File: config.mk
export PLATFORM = sky130hd
export DESIGN_NAME = multi_channel_ramp_adc
export DESIGN_NICKNAME = d
export VERILOG_FILES = /design/src/rtl/multi_channel_ramp_adc.sv
export SDC_FILE = /design/constraint.sdc
export NUM_CORES = 1
export LEC_CHECK = 0
export BUFFER_PORTS_ARGS = -buffer_cell sky130_fd_sc_hd__buf_2
export CAP_MARGIN = 15
export CORE_MARGIN = 4
export CORE_UTILIZATION = 33
export CTS_CLUSTER_DIAMETER = 200
export DETAILED_ROUTE_END_ITERATION = 8
export SYNTH_ARGS = -nofsm -noshare
export SYNTH_HDL_FRONTEND = slang
export SYNTH_SLANG_ARGS = --single-unit
File: constraint.sdc
create_clock -name clk -period 2.9 [get_ports clk]
set_clock_uncertainty 0.15 [all_clocks]
set_input_delay 0.29 -clock clk [delete_from_list [all_inputs] [get_ports clk]]
set_output_delay 0.29 -clock clk [all_outputs]
set_load 0.01 [all_outputs]
File: src/rtl/multi_channel_ramp_adc.sv
// -----------------------------------------------------------------------------
// multi_channel_ramp_adc
//
// Single-slope (ramp-compare) ADC controller. CHANNELS external comparators are
// measured in parallel against one shared digital ramp. An internal FSM
// sequences capacitor discharge/settle, the ramp count and result latching.
//
// Ports:
//   clk             system clock, all logic on the rising edge
//   reset           synchronous, active-high reset
//   start           request one conversion sweep (sampled only in IDLE)
//   continuous      1 = re-arm automatically after each sweep
//   compared_value  asynchronous comparator outputs, 1 = ramp still below input
//   ramp_out        current ramp count, drives the PWM/DAC
//   discharge       1 = hold the ramp capacitor discharged
//   busy            high in every state except IDLE
//   valid           one-cycle strobe, data/overflow just updated
//   data            results, channel i at bits [i*WIDTH +: WIDTH]
//   overflow        per-channel over-range flag of the last sweep
// -----------------------------------------------------------------------------
module multi_channel_ramp_adc #(
    parameter int WIDTH         = 8,
    parameter int CHANNELS      = 3,
    parameter int SETTLE_CYCLES = 16
) (
    input  logic                      clk,
    input  logic                      reset,
    input  logic                      start,
    input  logic                      continuous,
    input  logic [CHANNELS-1:0]       compared_value,
    output logic [WIDTH-1:0]          ramp_out,
    output logic                      discharge,
    output logic                      busy,
    output logic                      valid,
    output logic [CHANNELS*WIDTH-1:0] data,
    output logic [CHANNELS-1:0]       overflow
);

    localparam logic [WIDTH-1:0] FULL_SCALE  = '1;
    localparam logic [15:0]      SETTLE_LAST = 16'(SETTLE_CYCLES - 1);

    typedef enum logic [1:0] {
        IDLE,
        SETTLE,
        RAMP,
        DONE
    } state_t;

    state_t                      state;
    state_t                      state_next;

    logic [CHANNELS-1:0]         sync_ff;
    logic [CHANNELS-1:0]         sync_cv;
    logic [15:0]                 settle_cnt;
    logic [WIDTH-1:0]            ramp_cnt;
    logic [CHANNELS-1:0]         flag;
    logic [CHANNELS*WIDTH-1:0]   shadow;

    logic [CHANNELS-1:0]         capture;
    logic [CHANNELS-1:0]         flag_next;
    logic                        sweep_end;
    logic [CHANNELS*WIDTH-1:0]   data_next;

    // Comparator synchroniser. Resets to 1 ("ramp still below input") so a
    // reset can never fake a capture.
    always_ff @(posedge clk) begin
        if (reset) begin
            sync_ff <= '1;
            sync_cv <= '1;
        end else begin
            sync_ff <= compared_value;
            sync_cv <= sync_ff;
        end
    end

    // Capture decode. A channel captures only once per sweep: the first RAMP
    // cycle in which its synchronised comparator reads 0.
    always_comb begin
        capture   = '0;
        flag_next = flag;
        sweep_end = 1'b0;
        data_next = '0;
        if (state == RAMP) begin
            capture   = ~flag & ~sync_cv;
            flag_next = flag | capture;
            sweep_end = (&flag_next) || (ramp_cnt == FULL_SCALE);
        end
        // Result for the sweep that ends this cycle: a capture made in this
        // very cycle takes the live ramp count, since shadow is not yet written.
        for (int i = 0; i < CHANNELS; i++) begin
            if (capture[i]) begin
                data_next[i*WIDTH +: WIDTH] = ramp_cnt;
            end else if (flag[i]) begin
                data_next[i*WIDTH +: WIDTH] = shadow[i*WIDTH +: WIDTH];
            end else begin
                data_next[i*WIDTH +: WIDTH] = FULL_SCALE;
            end
        end
    end

    // FSM next state and outputs.
    always_comb begin
        state_next = state;
        ramp_out   = '0;
        discharge  = 1'b1;
        busy       = 1'b1;
        valid      = 1'b0;
        unique case (state)
            IDLE: begin
                busy = 1'b0;
                if (start || continuous) begin
                    state_next = SETTLE;
                end
            end
            SETTLE: begin
                if (settle_cnt == SETTLE_LAST) begin
                    state_next = RAMP;
                end
            end
            RAMP: begin
                discharge = 1'b0;
                ramp_out  = ramp_cnt;
                if (sweep_end) begin
                    state_next = DONE;
                end
            end
            DONE: begin
                valid      = 1'b1;
                state_next = continuous ? SETTLE : IDLE;
            end
            default: begin
                state_next = IDLE;
            end
        endcase
    end

    // State, counters, capture flags and result registers.
    always_ff @(posedge clk) begin
        if (reset) begin
            state      <= IDLE;
            settle_cnt <= '0;
            ramp_cnt   <= '0;
            flag       <= '0;
            shadow     <= '0;
            data       <= '0;
            overflow   <= '0;
        end else begin
            state <= state_next;

            settle_cnt <= (state == SETTLE) ? settle_cnt + 16'd1 : 16'd0;

            // Counting stops on the last RAMP cycle, so the ramp never wraps.
            ramp_cnt <= (state == RAMP && !sweep_end) ? ramp_cnt + WIDTH'(1) : '0;

            if (state == SETTLE) begin
                flag <= '0;
            end else begin
                flag <= flag_next;
            end

            for (int i = 0; i < CHANNELS; i++) begin
                if (capture[i]) begin
                    shadow[i*WIDTH +: WIDTH] <= ramp_cnt;
                end
            end

            // Results are written on the edge into DONE so they are already
            // presented while valid is high.
            if (sweep_end) begin
                data     <= data_next;
                overflow <= ~flag_next;
            end
        end
    end

endmodule

==> summary.txt <==
Outcome
  – Status: completed

Placed design
  – Placed cell count: 545
  – IO Port Bufs: 44
  – Dpl ws: 0.464 ns
  – Post-detail-place hpwl: 5.76 mm
  – GPL Wtd Cong: 0.786
  – Placement Cell Area: 3930 sq um

Detailed routing
  – Initial DRT Pass Iterations: 4
  – Initial DRC Count: 99
  – Post-Route WL: 8.27 mm
  – Drc violations: 0
  – Vias post-DR: 2798
  – Antenna-violating nets left: 0
  – Via density: 4.97
  – Routed len/inst: 14.7 um

Layout
  – Fin nets: 436
  – Synth-to-Final Area Change: 14.6%
  – Fraction of final layout cells sized beyond drive strength 1: 24.1%
  – Commonest non-fill, non-tap cell in the layout: dfxtp_1
  – Design area: 4150 sq um
  – Final Non-Filler Cells: 563
  – Filler cell count: 1060
  – Register area: 1720 sq um
  – Commonest non-fill, non-tap cells in the layout: dfxtp_1, nand2_1, buf_2
  – Footprint of the multi-input gates: 1700 sq um
  – Antenna cell count: 0

STA
  – Final Hold Vio Count: 0
  – Unrepaired setup endpoints after global routing: no
  – Tcrit/Tclk final: 85.0%
  – Total Negative Setup Slacks: 0 ns
  – Worst-Margin Slew: 0.628 ns
  – Normalized max-slew margin: 58.0%
  – Tmin final: 2.46 ns
  – Final setup margin: 0.436 ns
  – Max Clock Freq: 406 MHz
  – Max Slew Vio Count: 0
  – Setup violations, final: 0

Floorplanning
  – Die ar.: 12700 sq um
  – Die width: 113 um
  – DIE HEIGHT: 113 um
  – Io pins: 45
  – Core area: 10500 sq um
  – Initial core utilization: 34.4%
  – FP Rows: 37

Clock tree
  – CTS tree: built
  – Postcts setup bufs: 0
  – Max Root-Sink Buffers: 2
  – H-tree Lvls: 3
  – Clock net sink count: 86
  – Clock transition at path regs: 0.09 ns
  – Clk_lat worst skew: 0.36 ns
  – Root buf cell: clkbuf_8
  – CTS Buf Count: 9

Synthesis
  – Syn Inst Count: 383
  – Syn_area_per_cell: 9.45 sq um
  – Register area share after synthesis: 47.6%
  – Post-synth net total: 396
  – Synth area leader: dfxtp_1
  – Synth warnings: 0
  – Yosys top cell area share: 47.6%
  – Cell Area, Synth: 3620 sq um
  – Async set-reset flop share out of synthesis: 0%
  – Post-synth EDFFs: 0
  – Synth area leaders: dfxtp_1, o2bb2ai_2, nand2_1
  – #FFs+latches synth: 86
  – Main synth FF type: dfxtp_1
  – Netlist cell types: 47

Power and ir drop
  – Flop pwr share: 53.9%
  – Comb pwr share: 10.0%
  – Switching share of power: 25.6%
  – Cell-internal power: 1.70 mW
  – Leak: 1.63 nW
  – PwrDens: 551 nW/um^2
  – Clock power share: 36.1%
  – Maximum vdd drop: 0.336 mV
  – Switching Power: 0.584 mW
  – Power, Total: 2.28 mW

Min path
  – Hold Crit Class: in -> reg

Critical path
  – Worst Setup SP: ramp_cnt[0]$_SDFF_PP0_
  – Reg2Reg Setup Slack: 0.44 ns
  – CP cell instances: ha_1 > and4_4 > o21ai_4 > and2b_1 > buf_4 > o2bb2ai_2
  – Reg2reg end: data[3]$_SDFFE_PP0P_
  – Largest stage delay on the critical path: 0.54 ns
  – Worst EP arrival: 2.60 ns
  – Worst Setup Start Kind: register
  – Reg2Reg Depth: 6
  – Data required, critical path: 3.04 ns
  – Reg-to-Reg Start: ramp_cnt[0]$_SDFF_PP0_
  – Critical Path End: data[3]$_SDFFE_PP0P_
  – Slowest CP cell: and2b_1
  – Crit end category: register
  – Critical path class: reg -> reg
  – Crit Path Max Fanout: 12

Global routing
  – Vias in the first global route: 2723
  – Largest net degree at the start of global routing: 26
  – Initial antenna violation count: 1
  – All-Layer GR Usage: 13.5%
  – Grt ovf: 0
  – First-pass GRT wire length: 13.8 mm

Run
  – Max Cap Violations: 0
## Yosys cell counts (2+ instances only)
library cell and count:
nand4_1 4, a21oi_1 30, nor3_1 6, xor2_1 15, ha_1 6, and4_1 3, and3_1 4, xnor2_1 5
clkbuf_1 14, o22a_1 3, nor2_1 28, dfxtp_1 86, buf_6 5, clkinv_1 3, buf_4 2, inv_1 7
mux2i_1 4, nor4_1 3, o2bb2ai_2 20, or2_2 6, o22ai_1 21, and2_1 9, nand2_1 54, nor2b_1 3
nand2b_1 3, nand3_1 14, buf_2 5
## repair_timing
action / in CTS / in global routing
hold endpoints to repair: 3 / 0
gates resized for setup: 0 / 0
hold buffers: 3 / 0
## critical path: cells and delay by family, from the launching register on
family / cells / cell delay (ns)
flip-flops: 1 / 0.43
AO/OA/AOI/OAI: 2 / 0.41
AND/OR/NAND/NOR: 2 / 0.76
buffers and inverters: 1 / 0.32
adder cells (fa/ha/maj): 1 / 0.31
## how the worst min path moves through the flow
stage               slack (ns)  cells after the start             startpoint                    end
global route              0.21                      2                  reset  data[23]$_SDFFE_PP0P_
CTS                       0.18                      2                  reset  data[15]$_SDFFE_PP0P_
detailed placement        0.25                      1  sync_ff[1]$_SDFF_PP1_  sync_cv[1]$_SDFF_PP1_
finish                    0.20                      2                  reset  data[23]$_SDFFE_PP0P_
global placement          0.25                      1  sync_ff[1]$_SDFF_PP1_  sync_cv[1]$_SDFF_PP1_
floorplan                 0.24                      1  sync_ff[0]$_SDFF_PP1_  sync_cv[0]$_SDFF_PP1_
## logic make-up (layout without fill, tap and decap cells)
group | Yosys count | count (layout) | share of synthesized area (%)
simple gates | 147 | 147 | 20.2
flops | 86 | 86 | 47.6
compound gates | 81 | 81 | 18.7
buf+inv | 39 | 83 | 5.50
xor+xnor | 20 | 20 | 4.84
fa+ha+maj | 6 | 6 | 2.07
mux | 4 | 4 | 1.11
## power groups by stage
stage          Clock [mW]  Combinational [mW]  Sequential, mW
5_1_grt             0.904               0.256            1.24
2_1_floorplan           0               0.179            1.25
3_5_place_dp            0               0.228            1.26
6_report            0.825               0.228            1.23
4_1_cts             0.848               0.231            1.23
3_3_place_gp            0               0.227            1.26
## routing by layer
layer	global-route usage [%]	wire length, um
met2	23.0	4070
met3	3.74	377
met5	0	7
met1	16.5	3690
met4	4.09	118
## metrics by stage
step	hold WS, ns	utilization (%)
after CTS	0.181	39.5
after floorplan	0.239	-
after global routing	0.214	39.5
after detailed placement	0.247	37.4
final	0.198	39.5
after global placement	0.248	37.4
## flip-flops by register name, indices dropped and copies added, names as in the netlist
signal	cells
data	24
shadow	24
settle_cnt	16
ramp_cnt	8
flag	3
overflow	3
sync_cv	3
sync_ff	3
state	2
## cell type report
| cell class | count | area share [%] |
|---|---|---|
| Clock buffer | 11 | 3.41 |
| Clock inverter | 4 | 1.15 |
| Inverter | 11 | 0.996 |
| Multi-Input combinational cell | 258 | 41.0 |
| Sequential cell | 86 | 41.5 |
| Tap cell | 136 | 4.10 |
| Timing Repair Buffer | 57 | 7.85 |
No activity file was read; power rests on OpenSTA's default activity.
